File: config.mk
export PLATFORM = sky130hd
export DESIGN_NAME = ddr_packet_reader
export DESIGN_NICKNAME = d
export VERILOG_FILES = /design/src/rtl/ddr_pkg.sv /design/src/rtl/ddr_beat_fifo.sv /design/src/rtl/ddr_packet_reader.sv
export SDC_FILE = /design/constraint.sdc
export NUM_CORES = 1
export LEC_CHECK = 0
export BUFFER_PORTS_ARGS = -buffer_cell sky130_fd_sc_hd__buf_2
export CORE_ASPECT_RATIO = 1.25
export CORE_MARGIN = 4
export CORE_UTILIZATION = 47
export DETAILED_ROUTE_END_ITERATION = 10
export HOLD_SLACK_MARGIN = 0.15
export PLACE_DENSITY = 0.68
export SYNTH_ARGS = -nofsm -noshare
export SYNTH_HDL_FRONTEND = slang
export SYNTH_SLANG_ARGS = --single-unit
File: constraint.sdc
create_clock -name avalon_clk -period 7.4 [get_ports avalon_clk]
set_input_delay 2.22 -clock avalon_clk [delete_from_list [all_inputs] [get_ports avalon_clk]]
set_output_delay 2.22 -clock avalon_clk [all_outputs]
set_load 0.005 [all_outputs]
File: src/rtl/ddr_pkg.sv
// Shared definitions for the DDR packet reader: bus widths, descriptor
// layout, reader FSM states and the length-to-beat-count helper.
package ddr_pkg;

    localparam int DDR_ADDR_W     = 25;
    localparam int DDR_DATA_W     = 256;
    localparam int WORD_W         = 32;
    localparam int WORDS_PER_BEAT = 8;

    // Descriptor beat: payload length in bytes lives in the low 16 bits.
    localparam int LEN_LSB = 0;
    localparam int LEN_W   = 16;

    // Wide enough for ceil(65535/32) = 2048 beats.
    localparam int BEAT_CNT_W = 12;

    typedef enum logic [2:0] {
        ST_IDLE     = 3'd0,
        ST_HDR_REQ  = 3'd1,
        ST_HDR_WAIT = 3'd2,
        ST_DATA     = 3'd3,
        ST_DONE     = 3'd4
    } rd_state_t;

    // Beats needed for a payload: ceil(ceil(len/4)/8) == ceil(len/32).
    function automatic logic [BEAT_CNT_W-1:0] beats_for_len(input logic [LEN_W-1:0] len);
        return {1'b0, len[15:5]} + {11'b0, |len[4:0]};
    endfunction

endpackage

File: src/rtl/ddr_beat_fifo.sv
// Beat buffer between the Avalon read-data return and the word unpacker.
// The head entry is visible combinationally on o_head_data so the unpacker
// can slice words out of it without first moving it to a holding register.
// Ports:
//   avalon_clk, avalon_reset : clock, async active-high reset
//   i_push, i_push_data      : write one beat
//   i_pop                    : retire the head beat
//   o_head_data              : current head beat
//   o_full, o_empty, o_count : occupancy status
module ddr_beat_fifo #(
    parameter int DEPTH = 4,
    parameter int WIDTH = 256,
    localparam int CNT_W = $clog2(DEPTH) + 1
) (
    input  logic             avalon_clk,
    input  logic             avalon_reset,
    input  logic             i_push,
    input  logic [WIDTH-1:0] i_push_data,
    input  logic             i_pop,
    output logic [WIDTH-1:0] o_head_data,
    output logic             o_full,
    output logic             o_empty,
    output logic [CNT_W-1:0] o_count
);

    localparam int PTR_W = (DEPTH > 1) ? $clog2(DEPTH) : 1;

    logic [WIDTH-1:0] r_mem [DEPTH];
    logic [PTR_W-1:0] r_wr_ptr;
    logic [PTR_W-1:0] r_rd_ptr;
    logic [CNT_W-1:0] r_count;
    logic             w_do_push;
    logic             w_do_pop;

    assign o_full      = (r_count == CNT_W'(DEPTH));
    assign o_empty     = (r_count == '0);
    assign o_count     = r_count;
    assign o_head_data = r_mem[r_rd_ptr];

    assign w_do_pop  = i_pop && !o_empty;
    assign w_do_push = i_push && (!o_full || w_do_pop);

    always_ff @(posedge avalon_clk) begin
        if (w_do_push) begin
            r_mem[r_wr_ptr] <= i_push_data;
        end
    end

    // DEPTH is a power of two, so the pointers wrap on their own.
    always_ff @(posedge avalon_clk or posedge avalon_reset) begin
        if (avalon_reset) begin
            r_wr_ptr <= '0;
            r_rd_ptr <= '0;
            r_count  <= '0;
        end else begin
            if (w_do_push) begin
                r_wr_ptr <= r_wr_ptr + PTR_W'(1);
            end
            if (w_do_pop) begin
                r_rd_ptr <= r_rd_ptr + PTR_W'(1);
            end
            case ({w_do_push, w_do_pop})
                2'b10:   r_count <= r_count + CNT_W'(1);
                2'b01:   r_count <= r_count - CNT_W'(1);
                default: r_count <= r_count;
            endcase
        end
    end

endmodule

File: src/rtl/ddr_packet_reader.sv
// Avalon-MM read master that fetches a packet image from DDR and replays it
// as a 32-bit valid/ready word stream with SOP/EOP/empty flags.
// A descriptor beat at base_addr holds the byte length; payload beats follow
// at base_addr+1.. and are unpacked word 0 first.
// Ports:
//   avalon_clk, avalon_reset           : clock, async active-high reset
//   start, base_addr                   : launch a transfer (accepted only when idle)
//   busy, done, error                  : status; error qualifies the done pulse
//   amm_*                              : Avalon-MM read master (single-beat reads)
//   out_data/valid/ready/sop/eop/empty : registered word stream
//
// state    | meaning
// IDLE     | waiting for start
// HDR_REQ  | descriptor read presented, waiting for amm_ready
// HDR_WAIT | waiting for descriptor data, length checked on arrival
// DATA     | issuing payload reads and streaming words out
// DONE     | one-cycle done (and error) pulse
module ddr_packet_reader
    import ddr_pkg::*;
#(
    parameter int         FIFO_DEPTH = 4,
    parameter logic [15:0] MAX_LEN   = 16'd2048
) (
    input  logic                  avalon_clk,
    input  logic                  avalon_reset,
    input  logic                  start,
    input  logic [DDR_ADDR_W-1:0] base_addr,
    output logic                  busy,
    output logic                  done,
    output logic                  error,
    output logic [DDR_ADDR_W-1:0] amm_addr,
    output logic                  amm_read,
    output logic [6:0]            amm_burstcount,
    output logic [31:0]           amm_byteenable,
    input  logic                  amm_ready,
    input  logic [DDR_DATA_W-1:0] amm_readdata,
    input  logic                  amm_readdatavalid,
    output logic [WORD_W-1:0]     out_data,
    output logic                  out_valid,
    input  logic                  out_ready,
    output logic                  out_sop,
    output logic                  out_eop,
    output logic [1:0]            out_empty
);

    localparam int CNT_W = $clog2(FIFO_DEPTH) + 1;

    rd_state_t r_state, w_state_nxt;

    logic [DDR_ADDR_W-1:0] r_base;
    logic [BEAT_CNT_W-1:0] r_nb;
    logic [BEAT_CNT_W-1:0] r_issued;
    logic [BEAT_CNT_W-1:0] r_popped;
    logic [CNT_W-1:0]      r_outstanding;
    logic [2:0]            r_last_idx;
    logic [1:0]            r_empty_eop;
    logic                  r_error;
    logic [2:0]            r_widx;
    logic                  r_first;
    logic [WORD_W-1:0]     r_out_data;
    logic                  r_out_valid;
    logic                  r_out_sop;
    logic                  r_out_eop;
    logic [1:0]            r_out_empty;

    logic                  w_rdv;
    logic [LEN_W-1:0]      w_len;
    logic                  w_len_bad;
    logic                  w_credit;
    logic                  w_amm_read;
    logic                  w_accept;
    logic [DDR_ADDR_W-1:0] w_req_addr;
    logic                  w_push;
    logic                  w_pop;
    logic                  w_load;
    logic                  w_last_beat;
    logic                  w_beat_end;
    logic                  w_eop_hs;
    logic [WORD_W-1:0]     w_word;
    logic [DDR_DATA_W-1:0] w_fifo_head;
    logic                  w_fifo_full;
    logic                  w_fifo_empty;
    logic [CNT_W-1:0]      w_fifo_count;

    // Read data is only meaningful while a request is in flight; this also
    // drops returns for requests abandoned by a reset.
    assign w_rdv     = amm_readdatavalid && (r_outstanding != '0);
    assign w_len     = amm_readdata[LEN_LSB +: LEN_W];
    assign w_len_bad = (w_len == '0) || (w_len > MAX_LEN);

    // Every in-flight read must have a guaranteed FIFO slot on return.
    assign w_credit   = ({1'b0, r_outstanding} + {1'b0, w_fifo_count}) < (CNT_W+1)'(FIFO_DEPTH);
    assign w_amm_read = (r_state == ST_HDR_REQ) ||
                        ((r_state == ST_DATA) && (r_issued < r_nb) && w_credit);
    assign w_accept   = w_amm_read && amm_ready;
    assign w_req_addr = (r_state == ST_HDR_REQ) ? r_base
                                                : r_base + DDR_ADDR_W'(1) + DDR_ADDR_W'(r_issued);

    assign w_push = w_rdv && (r_state == ST_DATA) && !w_fifo_full;

    // Unpacker: the head beat stays in the FIFO until its last word has been
    // moved into the output register, so occupancy counts it for credit.
    assign w_last_beat = (r_popped == r_nb - BEAT_CNT_W'(1));
    assign w_beat_end  = w_last_beat ? (r_widx == r_last_idx) : (r_widx == 3'd7);
    assign w_load      = (r_state == ST_DATA) && !w_fifo_empty && (!r_out_valid || out_ready);
    assign w_pop       = w_load && w_beat_end;
    assign w_word      = w_fifo_head[{r_widx, 5'b0} +: WORD_W];
    assign w_eop_hs    = r_out_valid && out_ready && r_out_eop;

    ddr_beat_fifo #(
        .DEPTH (FIFO_DEPTH),
        .WIDTH (DDR_DATA_W)
    ) u_fifo (
        .avalon_clk  (avalon_clk),
        .avalon_reset(avalon_reset),
        .i_push      (w_push),
        .i_push_data (amm_readdata),
        .i_pop       (w_pop),
        .o_head_data (w_fifo_head),
        .o_full      (w_fifo_full),
        .o_empty     (w_fifo_empty),
        .o_count     (w_fifo_count)
    );

    always_ff @(posedge avalon_clk or posedge avalon_reset) begin
        if (avalon_reset) begin
            r_state <= ST_IDLE;
        end else begin
            r_state <= w_state_nxt;
        end
    end

    always_comb begin
        w_state_nxt = r_state;
        case (r_state)
            ST_IDLE:     if (start) w_state_nxt = ST_HDR_REQ;
            ST_HDR_REQ:  if (amm_ready) w_state_nxt = ST_HDR_WAIT;
            ST_HDR_WAIT: if (w_rdv) w_state_nxt = w_len_bad ? ST_DONE : ST_DATA;
            ST_DATA:     if (w_eop_hs) w_state_nxt = ST_DONE;
            ST_DONE:     w_state_nxt = ST_IDLE;
            default:     w_state_nxt = ST_IDLE;
        endcase
    end

    always_ff @(posedge avalon_clk or posedge avalon_reset) begin
        if (avalon_reset) begin
            r_base        <= '0;
            r_nb          <= '0;
            r_issued      <= '0;
            r_popped      <= '0;
            r_outstanding <= '0;
            r_last_idx    <= '0;
            r_empty_eop   <= '0;
            r_error       <= 1'b0;
            r_widx        <= '0;
            r_first       <= 1'b0;
            r_out_data    <= '0;
            r_out_valid   <= 1'b0;
            r_out_sop     <= 1'b0;
            r_out_eop     <= 1'b0;
            r_out_empty   <= '0;
        end else begin
            if ((r_state == ST_IDLE) && start) begin
                r_base  <= base_addr;
                r_error <= 1'b0;
            end

            if ((r_state == ST_HDR_WAIT) && w_rdv) begin
                r_nb        <= beats_for_len(w_len);
                // (ceil(len/4) - 1) mod 8: index of the EOP word in the last beat
                r_last_idx  <= w_len[4:2] + {2'b0, |w_len[1:0]} - 3'd1;
                r_empty_eop <= 2'd0 - w_len[1:0];
                r_error     <= w_len_bad;
                r_issued    <= '0;
                r_popped    <= '0;
                r_widx      <= '0;
                r_first     <= 1'b1;
            end

            if ((r_state == ST_DATA) && w_accept) begin
                r_issued <= r_issued + BEAT_CNT_W'(1);
            end

            case ({w_accept, w_rdv})
                2'b10:   r_outstanding <= r_outstanding + CNT_W'(1);
                2'b01:   r_outstanding <= r_outstanding - CNT_W'(1);
                default: r_outstanding <= r_outstanding;
            endcase

            if (w_load) begin
                r_out_data  <= w_word;
                r_out_valid <= 1'b1;
                r_out_sop   <= r_first;
                r_out_eop   <= w_last_beat && w_beat_end;
                r_out_empty <= (w_last_beat && w_beat_end) ? r_empty_eop : 2'd0;
                r_first     <= 1'b0;
                r_widx      <= w_beat_end ? 3'd0 : r_widx + 3'd1;
            end else if (out_ready) begin
                r_out_valid <= 1'b0;
            end

            if (w_pop) begin
                r_popped <= r_popped + BEAT_CNT_W'(1);
            end
        end
    end

    assign busy           = (r_state != ST_IDLE);
    assign done           = (r_state == ST_DONE);
    assign error          = (r_state == ST_DONE) && r_error;
    assign amm_read       = w_amm_read;
    assign amm_addr       = w_amm_read ? w_req_addr : '0;
    assign amm_burstcount = 7'd1;
    assign amm_byteenable = '1;
    assign out_data       = r_out_data;
    assign out_valid      = r_out_valid;
    assign out_sop        = r_out_sop;
    assign out_eop        = r_out_eop;
    assign out_empty      = r_out_empty;

endmodule

==> impl_results.md <==
* YS warnings at 0
* Initial core utilization at 47.25%
* Type of origin of the critical path: register
* Final Power at 16.30 mW
* DP HPWL at 66820 um
* Met2 Usage GRT at 35.57%
* Total CTS buffers at 110
* Switching Share at 26.24%
* Total Wirelength at 104200 um
* Chip Height at 357.8 um
* CP required at 5180 ps
* Number of global-route vias before repair at 24017
* Fraction of synthesized area in multiplexers at 17.08%
* Worst slack, placed at 1949 ps
* Post-route setup slack at 1198 ps
* Largest net degree at the start of global routing at 168
* Outcome: completed
* P_leak at 17.97 nW
* Routed vias at 22953
* Slew Limit Fails at 0
* Met1 usage at 24.37%
* Internal Power at 12.02 mW
* Die width at 287.9 um
* DRT antenna net count at 0
* Combinational fraction of design power at 15.9%
* Placed Cells at 3832
* Post-CTS setup buffers at 0
* Peak VDD IR at 0.0002438 V
* Buffers & Inverters on Critical Path at 3
* Slowest-stage cell, CP: a21oi_1
* Post-synthesis xor/xnor area fraction at 1.142%
* Reg-to-Reg Start: r_nb[0]$_DFFE_PP0P_
* RSZ-0062 raised after global routing: false
* Worst EP arrival at 3980 ps
* DRT iter0 DRCs at 1482
* Row cnt at 128
* Synthesized flop and latch total at 1145
* Critical path class: reg2out
* # resized after CTS at 0
* Worst hold path type: reg2reg
* Critical Path Sink Type: primary output
* Fin crit period at 6202 ps
* Clock share of power at 35.1%
* R2r setup slk at 2600 ps
* H-tree Lvls at 3
* Filler-free cell count of the finished design at 4064
* Worst Hold Path Cells at 2
* Final hold vios at 0
* Largest family of logic cells by synthesized area: multiplexers
* Delay-heaviest family, CP: compound AO/OA/AOI/OAI gates
* Via density at 5.648
* Core ar. at 97370 um^2
* Crit-path cells: inv_1 > ha_1 > inv_1 > fa_1 > a21o_1 > a21o_1 > a21oi_1 > o21ai_0 > a41oi_1 > a21oi_1 > nand4_1 > xor2_1 > nor2_1 > buf_2
* Worst Tran Pin Value at 1123 ps
* Highest Clock Rate at 0.1612 GHz
* CTS sink cnt at 1145
* # setup viols final at 0
* Hold buffers post-CTS at 0
* Overall Global Routing Usage at 20.23%
* Hold wc startpoint: out_data[7]$_DFFE_PP0P_
* Average wire per standard cell at 25.64 um
* CTS clk-pin slew, worst paths at 60 ps
* Fin Hold WS at 480.5 ps
* Fraction of layout cells with a size suffix above 1 at 33.55%
* Syn avg cell area at 20.31 um^2
* Complex-gate fraction of the synthesized area at 2.341%
* Port Buffers at 352
* Hold Path Sink: out_data[7]$_DFFE_PP0P_
* Synthesis-to-finish area growth at 15.21%
* Cell Area, Synth at 46010 um^2
* Post-Syn Instances at 2265
* Placer congestion estimate at 0.8800
* First drt pass iteration count at 5
* Clk Latency, worst-skew pair at 690 ps
* R2R depth at 15
* Net switching power at 4.277 mW
* CP max stage delay at 750 ps
* Sequential power share at 49.0%
* GR peak layer: met2
* Grt met3 use at 6.039%
* Post-Synth Simple-Gate Area at 2.896%
* CP max FO at 10
* Ys async rst share at 10.57%
* Synth Area in Adders at 1.218%
* Nets at 2974
* Initial antenna violation count at 73
* Reg-to-Reg End: u_fifo.o_count[1]$_DFFE_PP0P_
* Final period util at 83.82%
* Primary FF master, synth: edfxtp_1
* Commonest non-fill, non-tap cell in the layout: edfxtp_1
* Max-cap violations at 0
* DRC viols at 0
* Critical path depth at 14
* Setup TNS at 0 ps
* CTS Buffer Depth at 3
* First-pass GRT wire length at 154600 um
* Worst Setup SP: r_issued[0]$_DFFE_PP0P_
* CTS tree: yes
* Number of synthesized flops with an enable pin at 1024
* Total grt overflow at 0
* Ports at 392
* Die ar. at 103000 um^2
* Slew headroom at 25.13%
* Distinct cells, synth at 64
* Seq/Total Area, Yosys at 73.41%
* Setup Skew at 22.81 ps
* Clock Tree Root: clkbuf_16
* Power per Cell Area at 307.4 nW/um^2
* Most frequent cells in the layout: 1024 x edfxtp_1, 352 x buf_2, 320 x mux4_2
[cells in the mapped netlist (27+ instances only)]
master | n | area (um^2)
dfrtp_1 | 121 | 3028
nor2_1 | 39 | 146.4
mux2_2 | 27 | 304.0
nand3_1 | 30 | 150.1
o21ai_0 | 97 | 485.5
inv_1 | 41 | 153.9
mux2i_1 | 35 | 350.3
ha_1 | 40 | 500.5
clkbuf_1 | 88 | 330.3
nand2_1 | 94 | 352.8
buf_4 | 39 | 292.8
xnor2_1 | 28 | 245.2
mux4_2 | 320 | 7207
edfxtp_1 | 1024 | 30750
xor2_1 | 32 | 280.3
[worst max-delay path by stage]
stage / to / slack, ps
6_report: amm_addr[24] / 1200
3_3_place_gp: amm_addr[24] / 2130
5_1_grt: amm_addr[24] / 920
2_1_floorplan: u_fifo.r_mem[2][0]$_DFFE_PP_ / 790
3_5_place_dp: amm_addr[24] / 1950
4_1_cts: amm_addr[24] / 1190
[registers in the layout (all words and copies together), names as in the netlist, 2 cells and up]
signal	cells
u_fifo.r_rd_ptr	2
r_popped	12
out_empty	2
u_fifo.r_wr_ptr	2
r_state	3
out_data	32
r_last_idx	3
r_nb	12
u_fifo.r_mem	1024
r_widx	3
r_empty_eop	2
r_issued	12
r_base	25
u_fifo.o_count	3
r_outstanding	3
[layer usage]
layer / vias up / share of wire (%)
met4: 38 / 2.5
met1: 11908 / 36
met2: 759 / 53
met3: 237 / 7.9
met5: - / 0.24
li1: 10011 / -
[stage by stage]
stage	util (%)	instance area, um^2
CTS	54.37	52940
detailed placement	50.56	49230
global placement	50.56	49230
floorplan	-	46160
finish	54.44	53010
global route	54.39	52960
[cell type report]
type	instances	area (um^2)
Inverter	41	156.4
Antenna cell	28	70.07
Sequential cell	1145	33790
Timing Repair Buffer	380	2122
Multi-Input combinational cell	966	11530
Clock inverter	64	778.2
Tap cell	1300	1627
Fill cell	7533	44360
Clock buffer	140	2938
[worst register-to-register path: stages, from the launching register on]
cell and delay (ps):
dfrtp_1 470, inv_1 100, ha_1 250, or4b_1 550
or4_1 530, o311ai_0 110, nor2_1 140, or4_4 450
mux2i_1 150, o21ai_2 670, or2_4 340, inv_1 100
ha_1 220, inv_1 70, fa_1 400, o21ai_0 160
[power groups by stage]
stage               Combinational [mW]  Clock [mW]  Sequential [mW]
floorplan                         1.73           0             7.92
global placement                  2.56           0             8.07
detailed placement                2.64           0             8.11
CTS                               2.65        5.85             7.98
global route                      2.83        6.14             8.04
finish                            2.59        5.73             7.98
[cell families after synthesis]
logic type | Yosys count
AOI/OAI and AO/OA | 177
xor gates and xnor gates | 60
adders and majority gates | 43
buffers and inverters | 191
DFF | 1145
muxes | 382
other | 2
and+or+nand+nor | 265
Note: power is estimated with default switching activity, not from simulation.
